$ cat src/rtl/counter_pkg.sv
// Shared types and default sizes for the down_timer block.
package counter_pkg;

    typedef enum logic [1:0] {
        IDLE = 2'd0,
        RUN  = 2'd1,
        DONE = 2'd2
    } state_t;

    localparam int DEF_WIDTH = 16;
    localparam int DEF_PSC_W = 8;

endpackage

$ cat src/rtl/tick_prescaler.sv
// Tick divider for down_timer: one tick every i_prescale+1 enabled clocks.
module tick_prescaler #(
    parameter int PSC_W = 8
) (
    input  logic             i_sysclk,
    input  logic             i_sysrst_n,
    input  logic             i_clr,
    input  logic             i_en,
    input  logic [PSC_W-1:0] i_prescale,
    output logic             o_tick
);

    logic [PSC_W-1:0] psc_q;

    // >= keeps the divider from running a full wrap if i_prescale shrinks mid-count
    assign o_tick = i_en && (psc_q >= i_prescale);

    always_ff @(posedge i_sysclk or negedge i_sysrst_n) begin
        if (!i_sysrst_n) begin
            psc_q <= '0;
        end else if (i_clr) begin
            psc_q <= '0;
        end else if (i_en) begin
            if (o_tick) begin
                psc_q <= '0;
            end else begin
                psc_q <= psc_q + 1'b1;
            end
        end
    end

endmodule

$ cat src/rtl/down_timer.sv
// Loadable down-counter timer with one-shot and auto-reload modes.
// Optional tick prescaler is built when DOWN_TIMER_PRESCALER_EN is defined.
module down_timer
    import counter_pkg::*;
#(
    parameter int WIDTH = DEF_WIDTH,
    parameter int PSC_W = DEF_PSC_W
) (
    input  logic             i_sysclk,
    input  logic             i_sysrst_n,
    input  logic             i_ld,
    input  logic [WIDTH-1:0] i_ld_data,
    input  logic             i_start,
    input  logic             i_stop,
    input  logic             i_periodic,
`ifdef DOWN_TIMER_PRESCALER_EN
    input  logic [PSC_W-1:0] i_prescale,
`endif
    output logic [WIDTH-1:0] o_cnt_data,
    output logic             o_busy,
    output logic             o_tc,
    output logic             o_done,
    output state_t           o_dbg_state
);

    state_t           state_q, state_d;
    logic [WIDTH-1:0] cnt_q, cnt_d;
    logic [WIDTH-1:0] reload_q, reload_d;
    logic             tc_q, tc_d;
    logic             tick;

`ifdef DOWN_TIMER_PRESCALER_EN
    tick_prescaler #(
        .PSC_W(PSC_W)
    ) u_tick_prescaler (
        .i_sysclk   (i_sysclk),
        .i_sysrst_n (i_sysrst_n),
        .i_clr      (i_ld | i_stop | i_start),
        .i_en       (state_q == RUN),
        .i_prescale (i_prescale),
        .o_tick     (tick)
    );
`else
    // Every RUN clock is a tick; PSC_W only matters to the prescaled build.
    assign tick = (state_q == RUN) && (PSC_W > 0);
`endif

    always_ff @(posedge i_sysclk or negedge i_sysrst_n) begin
        if (!i_sysrst_n) begin
            state_q  <= IDLE;
            cnt_q    <= '0;
            reload_q <= '0;
            tc_q     <= 1'b0;
        end else begin
            state_q  <= state_d;
            cnt_q    <= cnt_d;
            reload_q <= reload_d;
            tc_q     <= tc_d;
        end
    end

    // Control priority: load, stop, start, then counting.
    always_comb begin
        state_d  = state_q;
        cnt_d    = cnt_q;
        reload_d = reload_q;
        tc_d     = 1'b0;
        if (i_ld) begin
            reload_d = i_ld_data;
            cnt_d    = i_ld_data;
            state_d  = IDLE;
        end else if (i_stop) begin
            state_d = IDLE;
        end else if (i_start) begin
            cnt_d   = reload_q;
            state_d = RUN;
        end else if (state_q == RUN && tick) begin
            if (cnt_q != '0) begin
                cnt_d = cnt_q - 1'b1;
            end else begin
                tc_d = 1'b1;
                if (i_periodic) begin
                    cnt_d = reload_q;
                end else begin
                    state_d = DONE;
                end
            end
        end
        if (!(state_q inside {IDLE, RUN, DONE})) begin
            state_d = IDLE;
        end
    end

    assign o_cnt_data  = cnt_q;
    assign o_busy      = (state_q == RUN);
    assign o_done      = (state_q == DONE);
    assign o_tc        = tc_q;
    assign o_dbg_state = state_q;

endmodule

$ cat config.mk
export PLATFORM = sky130hd
export DESIGN_NAME = down_timer
export DESIGN_NICKNAME = d
export VERILOG_FILES = /design/src/rtl/counter_pkg.sv /design/src/rtl/tick_prescaler.sv /design/src/rtl/down_timer.sv
export SDC_FILE = /design/constraint.sdc
export NUM_CORES = 1
export LEC_CHECK = 0
export BUFFER_PORTS_ARGS = -buffer_cell sky130_fd_sc_hd__buf_2
export CAP_MARGIN = 20
export CORE_AREA = 4 4 74 76
export CTS_CLUSTER_SIZE = 30
export DETAILED_ROUTE_END_ITERATION = 12
export DIE_AREA = 0 0 78 80
export GPL_ROUTABILITY_DRIVEN = 0
export PLACE_DENSITY = 0.77
export SLEW_MARGIN = 20
export SYNTH_ARGS = -nofsm -noshare
export SYNTH_HDL_FRONTEND = slang
export SYNTH_HIERARCHICAL = 1
export SYNTH_SLANG_ARGS = --single-unit
$ cat constraint.sdc
create_clock -name i_sysclk -period 3.1 [get_ports i_sysclk]
set_input_delay 0.155 -clock i_sysclk [delete_from_list [all_inputs] [get_ports i_sysclk]]
set_output_delay 0.155 -clock i_sysclk [all_outputs]
set_load 0.01 [all_outputs]
### Word-level counts from Yosys, hierarchy flattened

Cells that the tools add are included.

* memories: 0
* input port bits: 22
* output and inout bits: 21
* bits in registers: 35
* memory bits (read-only): 0
* RAM bits: 0
* latch bits: 0
* word-level logic and storage cells: 36

* reduce and logical (&&, ||, !) cells: 7
* div/mod/pow operators: 0
* bitwise logic cells: 0
* $mul: 0
* equal/unequal tests: 6
* shift operators: 0
* mux-type cells: 18
* add/subtract/negate cells: 1
* order comparisons: 0

Operators with widths (count)
* two-way mux 16 bit: 6
* nonzero test 16 bit: 1
* subtractor 16 x 1 -> 16 bit, second input constant: 1
* != test 5 bit, second input constant: 3
* two-way mux 2 bit: 7
* AND reduction 3 bit: 2
* nonzero test 3 bit: 2
* two-way mux 1 bit: 5
* nonzero test 4 bit: 1
* equality test 2 x 1 -> 1 bit, second input constant: 1
* equality test 2 bit, second input constant: 1
* logical NOT 2 bit: 1
* != test 2 bit, second input constant: 1

### Depth between registers and ports, before layout

* depth after elaboration: 7
* gate-level depth with buffers: 8
* mapped depth without buffers: 7

### Least setup slack after synthesis

Ideal clock, no wire load.

* kind: register to register
* start: register cnt_q[2], in the netlist o_cnt_data[2]
* end: register cnt_q[9], in the netlist o_cnt_data[9]
* clock period less this slack: 2.296 ns
* required time: 2.957 ns
* data arrival time: 2.153 ns
* path buffers: 0
* cell stages (with the launch flop): 6
* setup time: 0.143 ns
* slack: 0.804 ns
* path through: dfrtp_1 -> or4_4 -> or4_1 -> or4b_1 -> a211oi_1 -> a2111oi_0

* cells in the longest elaborated chain, start to end: 6
* elaborated cells on any way between the ends: 9
* those cells by class: add/sub: 1; mux: 5; reduce/logical: 3

Ends and longest elaborated chain
* start: declaration: line down_timer.sv:27 `logic [WIDTH-1:0] cnt_q, cnt_d;`
* start signal: assignment: line down_timer.sv:56 `cnt_q <= cnt_d;`
* subtractor 16 x 1 -> 16 bit / nonzero test 16 bit (equally long branches): line down_timer.sv:79, down_timer.sv:78
* two-way mux 16 bit: line down_timer.sv:78 `if (cnt_q != '0) begin`
* two-way mux 16 bit: line down_timer.sv:77 `end else if (state_q == RUN && tick) begin`
* two-way mux 16 bit: line down_timer.sv:74 `end else if (i_start) begin`
* two-way mux 16 bit: line down_timer.sv:72 `end else if (i_stop) begin`
* two-way mux 16 bit: line down_timer.sv:68 `if (i_ld) begin`

Several ways; a longest one is shown, not always the timed one. The select of a mux whose other input is x is not followed.
A chain may end at the register's enable or synchronous reset.

### Worst setup path after layout

* start: register cnt_q[0], in the netlist o_cnt_data[0]
* end: register cnt_q[9], in the netlist o_cnt_data[9]

The elaborated chain is that of the path after synthesis.

==> flow_summary_export.csv <==
group,metric,value,unit
run_status,outcome,"finished, final reports clean",
yosys,yosys-top-cells-count,"dfrtp_1 (35), nand2_1 (21), nor2_1 (16), a21oi_1 (15), inv_1 (14)",
finish,final_area,0.00248,mm^2
sta,min_period,2.76,ns
finish,final_nets,300,
finish,num-fill-cells,461,
global_routing,antenna_found_initial,0,
die,initial_core_util,44.9,%
finish,diodes,0,
die,die_x,78,um
yosys,postSynth.topFlopCell,"dfrtp_1",
sta,skew,0.00531,ns
die,die-area,0.00624,mm^2
routing,totalWireLength,5670,um
yosys,syn_area_per_cell,9.06,um^2
critical_path,cpPeakStageDelay,0.55,ns
critical_path,crit_slowest_cell,"nor4b_1",
cts,root_buffer,"clkbuf_8",
die,ios,43,
critical_path,path_class,"flip-flop to flip-flop",
yosys,yosysTopAreaCell,"dfrtp_1",
place,dpl_worst_slack,0.422,ns
routing,num_vias,2023,
pwr,p_per_area,483,mW/mm^2
yosys,ys_top_cells_by_area,"dfrtp_1 (41%), nand2_1 (3.7%), a21oi_1 (3.5%), mux2_2 (3.2%), o21ai_0 (2.8%)",
place,dp_hpwl,4010,um
sta,clock.fmax,363,MHz
cts,cts_setup_buffers,0,
critical_path,cp_top_family,"simple AND/OR/NAND/NOR gates",
yosys,synth_nets,258,
global_routing,grt_max_degree,58,
cts,insertion_delay,0.29,ns
sta,max_slew_margin,35.2,%
yosys,synth-compound-area-share,24.0,%
cts,numCtsBuffers,5,
sta,maxSlewViolCount,0,
cts,clockBufferDepth,2,
sta,hold_viol_final,0,
yosys,netlist.area_leader.share,41.3,%
routing,drtIter0Drc,262,
routing,drc,0,
sta,setup_viol,0,
yosys,synth.area.mux_share,3.66,%
min_path,hold_path_depth,2,
critical_path,critPathLaunchType,"flip-flop",
sta,period_share,88.9,%
global_routing,overflow,0,
pwr,p_leak,1.07,nW
yosys,mappedNetlistArea,0.00212,mm^2
critical_path,cp.depth,8,
critical_path,critPathBufInv,2,
global_routing,grt_pass1_vias,2023,
yosys,synth_edf_count,0,
yosys,synth_adder_area_share,1.18,%
critical_path,arrival,2.90,ns
routing,ant_nets,0,
sta,tightest_slew,0.972,ns
die,num_rows,25,
yosys,yosys.area_share.xor_xnor,0.826,%
yosys,yosys_register_bits,35,
cts,cts_tree,"yes",
critical_path,worstPathCellList,"inv_1 -> ha_1 -> nor4b_1 -> nand4_1 -> a211oi_2 -> buf_4 -> a211oi_1 -> a2111oi_0",
finish,layout-drive-gt1-share,25.6,%
yosys,yosysSeqAreaShare,41.3,%
routing,vias_per_cell,5.88,
sta,finalSetupTns,0,ns
sta,grt_setup_unrepaired,"no",
critical_path,rr_worst_depth,8,
die,coreArea,0.00472,mm^2
yosys,synthCells,234,
cts,cts.htree.levels,2,
finish,register_area,876,um^2
min_path,min_path_type,"input pin to flip-flop",
global_routing,grt.total_usage,19.3,%
yosys,synth_top_family_by_area,"compound AO/OA/AOI/OAI gates",
yosys,synth.distinct_cells,61,
cts,clk_pin_slew_worst_paths,0.07,ns
flow_run,drv_cap,0,
critical_path,cp_data_required_time,3.24,ns
cts,clock-sinks,35,
finish,multi_input_area,0.00112,mm^2
yosys,yosys.area_share.simple,23.1,%
yosys,synth_most_common_cell,"dfrtp_1",
critical_path,cp-end-kind,"flip-flop",
critical_path,worstPathMaxFanout,12,
routing,dr.pass1.iters,5,
yosys,ys_warn_count,6,
finish,syn_to_final_growth,17.2,%
sta,setup_slack,0.345,ns
die,die_h,80,um
pwr,ir_worst_vdd,0.216,mV
cts,cts.repair.resized,0,
place,numPortBuffers,42,
sta,holdWs,0.100,ns
routing,wire_per_inst,16.5,um
place,dpl-instance-area,0.00237,mm^2
yosys,synth-async-reset-ratio,100,%
global_routing,grt_pass1_wl,9680,um
==> cell families after synthesis <==
kind of cell | count (synthesis)
DFF | 35
xor gates and xnor gates | 2
adders and majority gates | 2
buffers and inverters | 27
and+or+nand+nor | 89
AOI/OAI and AO/OA | 72
muxes | 7
==> layer usage <==
layer	part of all wire (%)	track usage (%)
met1	46	26.2
met2	46	30.3
met3	6.9	4.51
met4	1.9	6.64
met5	0	0
==> metrics by stage <==
stage	cells	util [%]	power, mW
after floorplan	234	-	0.731
after global placement	335	50.3	0.833
after detailed placement	335	50.3	0.840
after CTS	344	52.6	1.21
after global routing	344	52.6	1.26
final	344	52.6	1.20
==> sequential cells by signal, summed over array words and instances (netlist names) <==
signal       flops
reload_q        16
o_dbg_state      2
o_tc             1
o_cnt_data      16
==> placed cells by master, fill, tap and decap left out, types with 2 or more instances in the layout <==
cell type,instances
o211ai_1,7
inv_1,14
o21ai_0,12
nand4_1,2
or2_2,2
a211oi_1,3
a2111oi_0,3
and2b_2,2
a31oi_1,2
dfrtp_1,35
nor3_1,7
mux2_2,6
and2_1,2
nor2b_1,7
nor3b_1,2
nand3_1,5
buf_4,4
nor2_1,16
clkbuf_8,7
o31ai_1,4
nand2b_1,3
o311ai_0,5
buf_2,42
or4_1,3
nor4_1,7
a21oi_1,15
ha_1,2
o21bai_1,2
a21o_1,2
nand2_1,21
a32oi_1,2
==> power by group <==
part	internal (mW)	switching [mW]
sequential	0.506	0.0642
clock	0.203	0.160
combinational	0.116	0.150
==> path summary, 6_finish.rpt <==
kind                                        to     startpoint  slack (ns)
worst max-delay path             o_cnt_data[9]  o_cnt_data[0]        0.34
worst min-delay path              reload_q[15]  i_ld_data[15]        0.10
worst max register to register   o_cnt_data[9]  o_cnt_data[0]        0.34
worst min register to register    reload_q[12]   reload_q[12]        0.50
max in group asynchronous         reload_q[15]     i_sysrst_n        2.15
min in group asynchronous       o_dbg_state[1]     i_sysrst_n        0.47
==> area by class of cell <==
| type | count | area share, % |
|---|---|---|
| tap | 67 | 3.37 |
| timing repair buffer | 47 | 10.1 |
| clock buffer | 8 | 4.03 |
| inverter | 15 | 2.27 |
| multi-input combinational | 172 | 45.0 |
| sequential | 35 | 35.2 |
==> what timing repair did <==
action,CTS,global route
endpoints found under the setup margin,0,0
endpoints found under the hold margin,35,0
hold buffers,1,0
(Power assumes the default switching activity.)
